===== src/rtl/stopwatch_ctrl.sv =====
// ---------------------------------------------------------------------------
// stopwatch_ctrl
// Sequencing controller for the stopwatch counter datapath. It debounces the
// raw push-buttons into single-cycle press pulses and runs an IDLE/RUN/PAUSE
// FSM. The FSM drives the counter clear, a prescaled count strobe and the
// display freeze flag.
//
// Optional feature macro: STOPWATCH_LAP_EN
//   defined   : lap button is debounced; a lap press in RUN toggles lap_hold
//   undefined : no lap debouncer, btn_lap ignored, lap_hold is always 0
//
// Parameters
//   DEB_CYCLES : consecutive stable-high synced cycles needed to accept a press
//   PRESC      : clock cycles per cnt_en strobe (>= 2)
//
// Ports
//   clk      in   system clock, rising edge
//   clr      in   synchronous active-low reset
//   btn_ss   in   raw start/stop button, active-high, asynchronous
//   btn_rst  in   raw reset button, active-high, asynchronous
//   btn_lap  in   raw lap button, active-high, asynchronous
//   cnt_rst  out  counter clear (registered)
//   cnt_en   out  one-cycle counter increment strobe (registered)
//   lap_hold out  freeze display while counter keeps running (registered)
//   running  out  high while the FSM is in RUN (registered)
// ---------------------------------------------------------------------------
module stopwatch_ctrl #(
    parameter int unsigned DEB_CYCLES = 5000,
    parameter int unsigned PRESC      = 250000
) (
    input  logic clk,
    input  logic clr,
    input  logic btn_ss,
    input  logic btn_rst,
    input  logic btn_lap,
    output logic cnt_rst,
    output logic cnt_en,
    output logic lap_hold,
    output logic running
);

    localparam int unsigned DW = $clog2(DEB_CYCLES + 1);
    localparam int unsigned PW = $clog2(PRESC);

    localparam int unsigned B_SS  = 0;
    localparam int unsigned B_RST = 1;
`ifdef STOPWATCH_LAP_EN
    localparam int unsigned B_LAP = 2;
    localparam int unsigned NB    = 3;
`else
    localparam int unsigned NB    = 2;
`endif

    typedef enum logic [1:0] {
        IDLE  = 2'd0,
        RUN   = 2'd1,
        PAUSE = 2'd2
    } state_t;

    // ---------------------------------------------------------------------
    // Button capture: 2-flop synchronizer + saturating stable-high counter
    // ---------------------------------------------------------------------
    logic [NB-1:0] raw;
    logic [NB-1:0] sync1;
    logic [NB-1:0] sync2;
    logic [NB-1:0] lvl_q;
    logic [NB-1:0] lvl_c;
    logic [NB-1:0] press_c;
    logic [DW-1:0] deb_cnt [NB];

`ifdef STOPWATCH_LAP_EN
    assign raw = {btn_lap, btn_rst, btn_ss};
`else
    assign raw = {btn_rst, btn_ss};

    // btn_lap has no function in this build
    logic unused_lap;
    assign unused_lap = btn_lap;
`endif

    // Synchronizers, debounce counters and previous debounced level
    always_ff @(posedge clk) begin
        if (!clr) begin
            sync1 <= '0;
            sync2 <= '0;
            lvl_q <= '0;
            for (int i = 0; i < int'(NB); i++) begin
                deb_cnt[i] <= '0;
            end
        end else begin
            sync1 <= raw;
            sync2 <= sync1;
            lvl_q <= lvl_c;
            for (int i = 0; i < int'(NB); i++) begin
                if (!sync2[i]) begin
                    deb_cnt[i] <= '0;
                end else if (deb_cnt[i] != DW'(DEB_CYCLES)) begin
                    deb_cnt[i] <= deb_cnt[i] + DW'(1);
                end
            end
        end
    end

    // Debounced level is combinational from the counter so the press pulse
    // appears in the same cycle the counter reaches DEB_CYCLES.
    always_comb begin
        lvl_c   = '0;
        press_c = '0;
        for (int i = 0; i < int'(NB); i++) begin
            lvl_c[i]   = (deb_cnt[i] == DW'(DEB_CYCLES));
            press_c[i] = lvl_c[i] & ~lvl_q[i];
        end
    end

    logic ss_c;
    logic rst_c;
    logic lap_c;

    assign ss_c  = press_c[B_SS];
    assign rst_c = press_c[B_RST];
`ifdef STOPWATCH_LAP_EN
    assign lap_c = press_c[B_LAP];
`else
    assign lap_c = 1'b0;
`endif

    // ---------------------------------------------------------------------
    // FSM and prescaler
    // ---------------------------------------------------------------------
    state_t        state;
    state_t        state_nxt;
    logic [PW-1:0] presc;
    logic [PW-1:0] presc_nxt;
    logic          cnt_rst_nxt;
    logic          cnt_en_nxt;
    logic          lap_hold_nxt;
    logic          presc_tc_c;

    assign presc_tc_c = (presc == PW'(PRESC - 1));

    // State, prescaler and registered outputs
    always_ff @(posedge clk) begin
        if (!clr) begin
            state    <= IDLE;
            presc    <= '0;
            cnt_rst  <= 1'b1;
            cnt_en   <= 1'b0;
            lap_hold <= 1'b0;
            running  <= 1'b0;
        end else begin
            state    <= state_nxt;
            presc    <= presc_nxt;
            cnt_rst  <= cnt_rst_nxt;
            cnt_en   <= cnt_en_nxt;
            lap_hold <= lap_hold_nxt;
            running  <= (state_nxt == RUN);
        end
    end

    // Next-state and next-output logic
    always_comb begin
        state_nxt    = state;
        presc_nxt    = presc;
        cnt_rst_nxt  = 1'b0;
        cnt_en_nxt   = 1'b0;
        lap_hold_nxt = lap_hold;

        case (state)
            IDLE: begin
                // rst and lap have no effect while idle
                if (ss_c) begin
                    state_nxt = RUN;
                    presc_nxt = '0;
                end
            end

            RUN: begin
                // Prescaler advances every RUN cycle, including the cycle a
                // pause is taken, so a terminal count is never lost.
                cnt_en_nxt = presc_tc_c;
                presc_nxt  = presc_tc_c ? '0 : presc + PW'(1);
                if (ss_c) begin
                    state_nxt = PAUSE;
                end else if (lap_c) begin
                    lap_hold_nxt = ~lap_hold;
                end
            end

            PAUSE: begin
                // Prescaler holds so the partial period survives a pause
                if (rst_c) begin
                    state_nxt    = IDLE;
                    cnt_rst_nxt  = 1'b1;
                    lap_hold_nxt = 1'b0;
                end else if (ss_c) begin
                    state_nxt = RUN;
                end
            end

            default: begin
                state_nxt    = IDLE;
                presc_nxt    = '0;
                cnt_rst_nxt  = 1'b1;
                lap_hold_nxt = 1'b0;
            end
        endcase
    end

endmodule

===== config.mk =====
export PLATFORM = sky130hd
export DESIGN_NAME = stopwatch_ctrl
export DESIGN_NICKNAME = d
export VERILOG_FILES = /design/src/rtl/stopwatch_ctrl.sv
export SDC_FILE = /design/constraint.sdc
export NUM_CORES = 1
export LEC_CHECK = 0
export BUFFER_PORTS_ARGS = -buffer_cell sky130_fd_sc_hd__clkbuf_2
export CAP_MARGIN = 40
export CORE_AREA = 5 5 89 91
export DETAILED_ROUTE_END_ITERATION = 6
export DIE_AREA = 0 0 94 96
export SLEW_MARGIN = 10
export SYNTH_ARGS = -nofsm -noshare
export SYNTH_HDL_FRONTEND = slang
export SYNTH_SLANG_ARGS = --single-unit
export TNS_END_PERCENT = 100

===== constraint.sdc =====
create_clock -name clk -period 1.97 [get_ports clk]
set_input_delay 0.591 -clock clk [delete_from_list [all_inputs] [get_ports clk]]
set_output_delay 0.591 -clock clk [all_outputs]
set_load 0.01 [all_outputs]

==> results.toml <==
[clock_network]
cts_tree = "done"
clk_latency_ns = 0.31
postCtsHoldBufs = 0
cts_buffers = 5
postCtsSetupRepairBufs = 0
htree_levels = 2
cts_buffer_depth = 2
cts_root_buf = "clkbuf_8"
clkTransAtPathRegs_ns = 0.10
clkSinkCount = 55

[final_layout]
diodes = 0
stdcell_area_sq_mm = 0.003213
fillers = 719
final_cell_mix = "nor2_1, nand2_1, dfxtp_1"
syn2layout_area_growth_pct = 19.22
final_common_cell = "nor2_1"
drive_gt1_share_pct = 16.46
fin_nets = 331

[yosys]
synth_fp_nets = 298
ys_seq_area_share_pct = 50.51
syn_inst = 288
synth_top_area_share_pct = 28.97
synthArstFlopShare_pct = 0
synth_edf_count = 26
ys_types = 42
ys.flop_type = "dfxtp_1"
post_synth.cell_area_avg_sq_um = 9.358
synthTopCellsByArea = "edfxtp_1, dfxtp_1, nor2_1"
ys_ff_latch = 55
synth_area_sq_mm = 0.002695
yosysTopAreaCell = "edfxtp_1"
yosysWarnings = 0

[worst_setup_path]
path_cells = "nor4b_2, nand4_1, nor4_2, buf_4, nand3_2, buf_12"
slowest_delay_ns = 0.42
path_max_fanout = 13
r2r_cells = 6
start_kind = "register"
rrSetupSlack_ns = 0.12
critPathSlowestCell = "edfxtp_1"
r2r-start = "deb_cnt[1][6]$_SDFFCE_PN0P_"
r2r_end = "deb_cnt[1][3]$_SDFFCE_PN0P_"
crit_required_ns = 2.05
crit_path_end_kind = "register"
path_class = "register to register"
crit_arrival_ns = 1.93

[die]
fp.dieArea_sq_mm = 0.009024
die_w_um = 94
io_pins = 9
die_h_um = 96
rows = 31
initial_core_util_pct = 38.18
core_region_area_sq_mm = 0.007059

[pwr]
p_seq_share_pct = 57.2
sw_frac_of_total_pct = 19.88
p_int_mw = 1.671
peakVddDrop_uv = 372.5
power_density_mw_per_mm2 = 649.1
power.leakage_nw = 1.173
switchingPower_uw = 414.7
combPwrFrac_pct = 1.8
p_clk_share_pct = 41.0

[hold_path]
min_to = "sync2[0]$_SDFF_PN0_"
hold_start = "sync1[0]$_SDFF_PN0_"
hold_class = "register to register"
hold_depth = 1

[grt]
grt_pass1_vias = 2021
grt_max_degree = 19
antenna_found_initial = 0
grt_usage_pct = 12.98
grt.overflow.total = 0
grt_pass1_wl_mm = 9.301

[route]
ant_nets = 0
wl_mm = 5.245
routed_via_density = 5.031
drtPass1Iterations = 4
dr_total_vias = 2118
drt_iter0_markers = 94
wl_per_cell_um = 12.46
drc = 0

[placement]
port-buffer-count = 6
globalplace.congestion = 0.7842
dpl.hpwl_mm = 3.693
placed_area_sq_mm = 0.003048

[sta]
hold_ws_ns = 0.4490
setup-tns-final_ns = 0
hold_violations = 0
rsz0062_at_grt = "false"
finalSetupViolCount = 0
fin_skew_ns = 0.01227
fmax_ghz = 0.5411
fin_crit_sh_pct = 93.82
slew_violations = 0
period_minus_slack_ns = 1.848

[status]
status = "complete, no violations"

[run]
drv_cap = 0
-- registers in the layout, summed over array words and instances (netlist names) --
signal	count
deb_cnt	26
presc	18
lvl_q	2
state	2
sync1	2
sync2	2
cnt_en	1
cnt_rst	1
running	1
-- worst max path at each step --
stage | slack, ns | startpoint | to
6_report | 0.12 | deb_cnt[1][6]$_SDFFCE_PN0P_ | deb_cnt[1][3]$_SDFFCE_PN0P_
5_1_grt | 0.008 | deb_cnt[0][1]$_SDFFCE_PN0P_ | presc[0]$_SDFFE_PN0P_
4_1_cts | 0.04 | deb_cnt[1][6]$_SDFFCE_PN0P_ | deb_cnt[1][4]$_SDFFCE_PN0P_
3_5_place_dp | 0.03 | deb_cnt[1][6]$_SDFFCE_PN0P_ | deb_cnt[1][9]$_SDFFCE_PN0P_
3_3_place_gp | 0.06 | deb_cnt[1][6]$_SDFFCE_PN0P_ | deb_cnt[1][8]$_SDFFCE_PN0P_
2_1_floorplan | -0.05 | deb_cnt[1][6]$_SDFFCE_PN0P_ | deb_cnt[1][10]$_SDFFCE_PN0P_
-- per-stage QoR --
| stage | util [%] | cells | setup WS, ns | total power, mW |
|---|---|---|---|---|
| after CTS | 45.18 | 421 | 0.04010 | 2.120 |
| final | 45.52 | 421 | 0.1217 | 2.086 |
| after detailed placement | 43.18 | 413 | 0.02851 | 1.256 |
| after global routing | 45.52 | 421 | 0.008170 | 2.174 |
| after global placement | 43.18 | 413 | 0.05504 | 1.256 |
| after floorplan | - | 288 | -0.04952 | 1.241 |
-- critical path: cells and delay by family, from the launching register on --
family                 cells  cell delay (ns)
buffers and inverters      2             0.34
and+or+nand+nor            4             0.87
DFF                        1             0.42
-- cells by family (layout without fill, tap and decap cells) --
group / after synthesis / count (layout) / synth area share [%]
buf+inv: 20 / 54 / 3.064
other cells: 1 / 1 / 0.1391
simple gates: 149 / 149 / 28.09
xor+xnor: 21 / 21 / 6.825
flops: 55 / 55 / 50.51
fa+ha+maj: 5 / 5 / 2.321
compound gates: 37 / 37 / 9.053
-- power groups by stage --
| stage | Sequential, mW | Combinational (mW) | Clock, mW |
|---|---|---|---|
| finish | 1.19 | 0.0381 | 0.855 |
| global route | 1.19 | 0.0431 | 0.936 |
| CTS | 1.19 | 0.0372 | 0.890 |
| detailed placement | 1.22 | 0.0371 | 0 |
| global placement | 1.22 | 0.0368 | 0 |
| floorplan | 1.22 | 0.0207 | 0 |
-- cell type report --
cell class	count	area, sq um	share of cell area (%)
Clock buffer	6	93.84	2.921
Clock inverter	2	41.29	1.285
Inverter	13	48.80	1.519
Multi-Input combinational cell	213	1285	39.99
Sequential cell	55	1363	42.41
Tap cell	99	123.9	3.855
Timing Repair Buffer	33	257.7	8.022
-- routing by layer --
| metal | part of all wire (%) | wire [um] | GRT usage (%) | up-vias |
|---|---|---|---|---|
| met1 | 50 | 2638 | 17.75 | 987 |
| met2 | 45 | 2380 | 20.17 | 22 |
| li1 | - | - | - | 1105 |
| met4 | 1.4 | 74 | 5.295 | 0 |
| met5 | 0 | 0 | 0 | - |
| met3 | 2.9 | 150 | 2.580 | 4 |
-- synthesized netlist by cell type, types with 2 or more instances --
library cell and instances:
nor2_1 39, nand2_1 31, dfxtp_1 29, edfxtp_1 26, nand3_1 26, inv_1 13
xor2_1 13, and3_1 10, nand4_1 10, a21oi_1 9, o21ai_0 8, xnor2_1 8
nor3_1 7, and2_1 5, ha_1 5, o311ai_0 5, or3_1 4, a31oi_1 3
buf_2 3, clkbuf_1 3, nor2b_1 3, nor4_1 3, a211o_1 2, a22oi_1 2
and4_1 2, o22ai_1 2, o31a_1 2
-- timing repair --
item | CTS | global route
endpoints found under the setup margin | 2 | 28
pin swaps | 0 | 3
gates resized for setup | 1 | 7
No activity file was read; power rests on OpenSTA's default activity.
